<file path="src/rtl/alu_op_sequencer.sv">
// Issues requests to an external combinational ALU, applies ARM condition codes and keeps NZCV flags.
// Latency: a response is valid 2 edges after request accept; the minimum issue interval is 3 cycles.
// Backpressure: one op in flight; req_ready is low until the response is taken with rsp_ready.
//
// Ports:
//   clk, rst_n                   clock and async active-low reset
//   req_valid/req_ready          request handshake: req_op, req_a, req_b, req_cond, req_setf
//   alu_a, alu_b, alu_ctrl       registered operands and control code for the external ALU
//   alu_out, alu_n/z/co/ovf      ALU result and flags, sampled in EXEC
//   rsp_valid/rsp_ready          response handshake: rsp_data, rsp_exec
//   flags_nzcv                   architectural flag register {N,Z,C,V}
module alu_op_sequencer #(
  parameter int W = 7
) (
  input  logic         clk,
  input  logic         rst_n,
  input  logic         req_valid,
  output logic         req_ready,
  input  logic [2:0]   req_op,
  input  logic [W:0]   req_a,
  input  logic [W:0]   req_b,
  input  logic [3:0]   req_cond,
  input  logic         req_setf,
  output logic [W:0]   alu_a,
  output logic [W:0]   alu_b,
  output logic [2:0]   alu_ctrl,
  input  logic [W:0]   alu_out,
  input  logic         alu_n,
  input  logic         alu_z,
  input  logic         alu_co,
  input  logic         alu_ovf,
  output logic         rsp_valid,
  input  logic         rsp_ready,
  output logic [W:0]   rsp_data,
  output logic         rsp_exec,
  output logic [3:0]   flags_nzcv
);

  typedef enum logic [1:0] {IDLE, EXEC, RESP} state_t;

  state_t     state;
  state_t     state_nxt;
  logic [3:0] cond_q;
  logic       setf_q;
  logic       cond_pass;
  logic       f_n, f_z, f_c, f_v;

  always_ff @(posedge clk or negedge rst_n) begin
    if (!rst_n) state <= IDLE;
    else        state <= state_nxt;
  end

  always_comb begin
    state_nxt = state;
    case (state)
      IDLE:    if (req_valid) state_nxt = EXEC;
      EXEC:    state_nxt = RESP;
      RESP:    if (rsp_ready) state_nxt = IDLE;
      default: state_nxt = IDLE;
    endcase
  end

  assign req_ready = (state == IDLE);

  // Condition is checked against the flags before the current op commits,
  // so a flag write by op k is seen by op k+1.
  assign {f_n, f_z, f_c, f_v} = flags_nzcv;

  always_comb begin
    cond_pass = 1'b0;
    case (cond_q)
      4'b0000: cond_pass = f_z;
      4'b0001: cond_pass = !f_z;
      4'b0010: cond_pass = f_c;
      4'b0011: cond_pass = !f_c;
      4'b0100: cond_pass = f_n;
      4'b0101: cond_pass = !f_n;
      4'b0110: cond_pass = f_v;
      4'b0111: cond_pass = !f_v;
      4'b1000: cond_pass = f_c && !f_z;
      4'b1001: cond_pass = !f_c || f_z;
      4'b1010: cond_pass = (f_n == f_v);
      4'b1011: cond_pass = (f_n != f_v);
      4'b1100: cond_pass = !f_z && (f_n == f_v);
      4'b1101: cond_pass = f_z || (f_n != f_v);
      4'b1110: cond_pass = 1'b1;
      default: cond_pass = 1'b0;
    endcase
  end

  always_ff @(posedge clk or negedge rst_n) begin
    if (!rst_n) begin
      alu_a      <= '0;
      alu_b      <= '0;
      alu_ctrl   <= 3'b000;
      cond_q     <= 4'b0000;
      setf_q     <= 1'b0;
      rsp_valid  <= 1'b0;
      rsp_data   <= '0;
      rsp_exec   <= 1'b0;
      flags_nzcv <= 4'b0000;
    end else begin
      case (state)
        IDLE: begin
          if (req_valid) begin
            alu_a    <= req_a;
            alu_b    <= req_b;
            alu_ctrl <= req_op;
            cond_q   <= req_cond;
            setf_q   <= req_setf;
          end
        end
        EXEC: begin
          rsp_valid <= 1'b1;
          if (cond_pass) begin
            rsp_data <= alu_out;
            rsp_exec <= 1'b1;
            if (setf_q) flags_nzcv <= {alu_n, alu_z, alu_co, alu_ovf};
          end else begin
            rsp_data <= '0;
            rsp_exec <= 1'b0;
          end
        end
        RESP: begin
          if (rsp_ready) rsp_valid <= 1'b0;
        end
        default: ;
      endcase
    end
  end

endmodule

</file>
<file path="config.mk">
export PLATFORM = sky130hd
export DESIGN_NAME = alu_op_sequencer
export DESIGN_NICKNAME = d
export VERILOG_FILES = /design/src/rtl/alu_op_sequencer.sv
export SDC_FILE = /design/constraint.sdc
export NUM_CORES = 1
export LEC_CHECK = 0
export CELL_PAD_IN_SITES_DETAIL_PLACEMENT = 0
export CELL_PAD_IN_SITES_GLOBAL_PLACEMENT = 1
export CORE_MARGIN = 4
export CORE_UTILIZATION = 35
export CTS_CLUSTER_SIZE = 24
export DETAILED_ROUTE_END_ITERATION = 6
export PLACE_DENSITY_LB_ADDON = 0.12
export SYNTH_ARGS = -nofsm -noshare
export SYNTH_HDL_FRONTEND = slang
export SYNTH_SLANG_ARGS = --single-unit
</file>
<file path="constraint.sdc">
create_clock -name clk -period 3.39 [get_ports clk]
set_input_delay 0.678 -clock clk [delete_from_list [all_inputs] [get_ports clk]]
set_output_delay 0.678 -clock clk [all_outputs]
set_load 0.05 [all_outputs]
</file>
# After elaboration in Yosys (flattened, before gate mapping)
# Index checks and enable logic that the tools add are counted.
# classes
eq_ne,20
muxes,8
reduce_logical,15
# op_table
cell,count
$eq A4 B4 Y1 const B,7
$eq A4 B3 Y1 const B,4
$pmux W1 S15,1
$eq A4 B2 Y1 const B,2
$mux W8,1
$pmux W2 S3,1
$reduce_and A2 Y1,3
$eq A4 B1 Y1 const B,1
$logic_not A1 Y1,4
$logic_not A4 Y1,1
$mux W2,2
$ne A2 B2 Y1 const B,2
$reduce_and A3 Y1,1
$eq A2 B1 Y1 const B,1
$eq A2 B2 Y1 const B,1
$logic_and A1 B1 Y1,2
$logic_not A2 Y1,1
$logic_or A1 B1 Y1,2
$mux W1,2
$pmux W1 S2,1
$reduce_bool A2 Y1,1
$eq A1 B1 Y1,1
$ne A1 B1 Y1,1
# totals
out_inout_bits,34
wordCells,53
register_bits,40
input_bits,40

# Longest topological paths before layout
# logic_depth
ltp_word,4
ltp_mapped,6
ltp_nobuf,5

# Least setup slack after synthesis
# OpenSTA, ideal clock, no wires.
# synth_timing
path_kind,flip-flop to flip-flop
start,register state[1]
end,register alu_b[3]
path_slack_ns,1.140
required_ns,3.265
synth_period_minus_slack_ns,2.250
path_stages_with_launch,6
setup_ns,0.125
t_arrival_ns,2.126
path_buffers,2
path_cell_list,dfrtp_1 -> nor2_1 -> and2_1 -> buf_2 -> buf_1 -> mux2_2
# synth_via
elab_chain_len,2
# synth_rtl
item,line_no,source
start: declaration,41,state_t state;
start signal: assignment,50,else state <= state_nxt;
$logic_not A2 Y1,--,
via req_ready,18,"output logic req_ready,"
$reduce_and A2 Y1 (no line),--,
end signal: assignment,107,alu_b <= req_b;
end: declaration,25,"output logic [W:0] alu_b,"
# The timed path passes the listed nets, and every way through them passes these cells.
# A chain may end at the register's enable or synchronous reset.

# Worst setup path after layout
# layout_timing
start,register state[1]
end,output req_ready
# layout_via
elab_chain_len,1
# layout_rtl
item,line_no,source
$logic_not A2 Y1,63,assign req_ready = (state == IDLE);
end: declaration,18,
# No other way between the ends.

==> impl_results.md <==
* Die area at around 0.0061 mm2
* Layout cells sized above 1 at 0.210
* Routed len/inst at 15.0 um
* P_sw at 1.42 mW
* Final Skew at 4.90 ps
* Top cell type by total area after synthesis: dfrtp_1
* GRT busiest layer: met2
* Core Box Area at approximately 0.0048 mm2
* Worst EP required at 2710 ps
* Top post-synthesis cells by area: dfrtp_1 58%, mux2_2 18%, a22o_1 4.0%
* # setup viols final at 0
* Synthesized Nets at 165
* Sequential share of power at 0.303
* Global-route wire length before repair at slightly below 7000 um
* R2R cell count at 5
* Setup tns final at 0 ps
* Pins Over Slew Limit at 0
* CTS root buf: clkbuf_8
* Crit-path max FO at 5
* RSZ-0062 raised after global routing: no
* Pre-CTS setup slack at 1260 ps
* Final period util at 0.688
* Core Util, Final at 0.548
* Io pins at 74
* Htree depth at 2
* Post-synth top area share at 0.578
* CP max-delay cell: clkdlybuf4s50_1
* Worst endpoint data arrival time at 1650 ps
* Asr flop ratio synth at 1.00
* Total track usage at 0.142
* Diodes inserted at 0
* Worst setup EP type: primary output
* Placed instance count at 259
* Dominant synthesized flop cell: dfrtp_1
* Congestion Overflow GR at 0
* Final instance area at between 0.002 and 0.003 mm2
* Length of the first detailed-routing pass in iterations at 4
* Pin count of the biggest net entering global routing at between 40 and 50
* CP Depth at 2
* Drt initial violations at 44
* Post_cts resized at 0
* Slowest stage delay, CP at 820 ps
* Antenna violations before repair at 0
* Cell area after synthesis at ~0.0017 mm2
* CP Buf/Inv Count at 1
* Fin crit period at 2330 ps
* Crit path max-delay family: buffers and inverters
* Post-CTS setup buffer count at 0
* Worst-path clk slew at 80 ps
* Clk pwr share at 0.107
* Status: complete, no violations
* Post-DP HPWL at roughly 3000 um
* Class of the worst hold path: register to register
* Die Y at 78.4 um
* PwrDens at approximately 1200 mW/mm2
* Post-synth EDFFs at 0
* Total Power at 3.01 mW
* Port bufs at 73
* Most frequent cell after synthesis: dfrtp_1
* Hold WS at roughly 490 ps
* Starting Density at 0.364
* Seq/Total Area, Yosys at 0.578
* Met2 usage in global routing at 0.235
* Vias per Instance at 4.76
* Internal power at 1.59 mW
* Total clock buffers created by CTS at 5
* Later-pin clock latency in the skew report at about 290 ps
* Final WS setup at 1060 ps
* Netlist cell types at 33
* Synth warn at 0
* Slew HR at 0.413
* Final ANT Viol Nets at 0
* Switching Share at 0.472
* DP Area at 0.00251 mm2
* Total Nets Final at 239
* Max_cap viols at 0
* Cell count after synthesis at 125
* Synth cell count leaders: 40 x dfrtp_1, 27 x mux2_2, 8 x a22o_1
* Clock Path Buffers at 2
* Vias in the first global route at 1414
* Fmax at 429 MHz
* Hold Vio Cnt, Final at 0
* #FFs+latches synth at 40
* Site Rows at 25
* Critical Path Source Type: register
* Peak supply drop at 0.520 mV
* CTS Hold Buffers Added at 0
* Pleak at 1.05 nW
* Non-Filler Instances at 267
* TritonCTS clock tree: built
* Mean Syn Cell Area at 13.9 um2
* CP Class: register to primary output
* Hold-critical path depth at 1
* Crit path cell chain: nor2_1 -> clkdlybuf4s50_1
* P&R area growth vs syn at 50.5%
* Gpl congestion at 0.726
* Worst slew pin tran at 881 ps
* Combinational share of power at 0.590
* CTS sink cnt at 40
* Via Count at 1272
* GRT met1 Usage at 0.169
* Routed WL at 4010 um
* M3 GR Usage at 0.0573
* Final routed DRC violation total at 0
* Die width at 78.4 um
==> metal layers <==
metal | up-vias | part of all wire | wire length (um)
li1 | 602 | - | -
met1 | 620 | 0.40 | 1610
met2 | 46 | 0.52 | 2060
met3 | 4 | 0.074 | 297
met4 | 0 | 0.0085 | 34
met5 | - | 0 | 0
==> layout by cell type, fill, tap and decap left out, drive strengths merged <==
cell           Yosys  routed
a211oi             1       1
a21o               1       1
a21oi              3       3
a22o               8       8
a31oi              1       1
a41oi              1       1
and2               1       1
and4bb             1       1
buf                5       3
clkbuf             3       6
clkdlybuf4s50      0      72
clkinv             0       2
dfrtp             40      40
inv                3       3
mux2              27      27
nand2              5       5
nand2b             2       2
nand3              1       1
nand3b             1       1
nand4              1       1
nand4bb            1       1
nor2               2       2
nor2b              1       1
nor3b              2       2
o21ai              6       6
o221a              1       1
o32ai              2       2
or3                1       1
or3b               1       1
xnor2              2       2
xor2               1       1
==> flip-flops by register name, indices dropped and copies added, names as in the netlist, 2 cells and up <==
| register | cells |
|---|---|
| flags_nzcv | 4 |
| alu_b | 8 |
| cond_q | 4 |
| alu_a | 8 |
| state | 2 |
| alu_ctrl | 3 |
| rsp_data | 8 |
==> cells by family (layout without fill, tap and decap cells) <==
logic type | after synthesis | count (layout) | synth area share
muxes | 27 | 27 | 0.175
and+or+nand+nor | 20 | 20 | 0.0737
buffers and inverters | 11 | 86 | 0.0310
xor gates and xnor gates | 3 | 3 | 0.0152
AOI/OAI and AO/OA | 24 | 24 | 0.127
DFF | 40 | 40 | 0.578
==> area by class of cell <==
cell class                 count  area, um2
tap                           67       83.8
sequential                    40       1000
timing repair buffer          75        741
inverter                       3       11.3
multi-input combinational     74        678
clock inverter                 2       10.0
clock buffer                   6       82.6
fill                         433       2150
==> final timing paths <==
kind	from	end	slack [ps]
worst max-delay path	state[1]$_DFFE_PN0P_	req_ready	1060
worst min-delay path	rsp_exec$_DFFE_PN0P_	rsp_exec$_DFFE_PN0P_	490
worst max register to register	state[1]$_DFFE_PN0P_	flags_nzcv[0]$_DFFE_PN0P_	1270
worst min register to register	rsp_exec$_DFFE_PN0P_	rsp_exec$_DFFE_PN0P_	490
max in group asynchronous	rst_n	flags_nzcv[1]$_DFFE_PN0P_	2330
min in group asynchronous	rst_n	alu_b[7]$_DFFE_PN0P_	510
==> power groups by stage <==
stage          combinational (mW)  sequential (mW)  clock [mW]
2_1_floorplan               0.654             1.50           0
3_3_place_gp                 1.77            0.899           0
3_5_place_dp                 1.79            0.921           0
4_1_cts                      1.80            0.915       0.341
5_1_grt                      1.87            0.955       0.359
6_report                     1.77            0.910       0.323
Note: power is estimated with default switching activity, not from simulation.
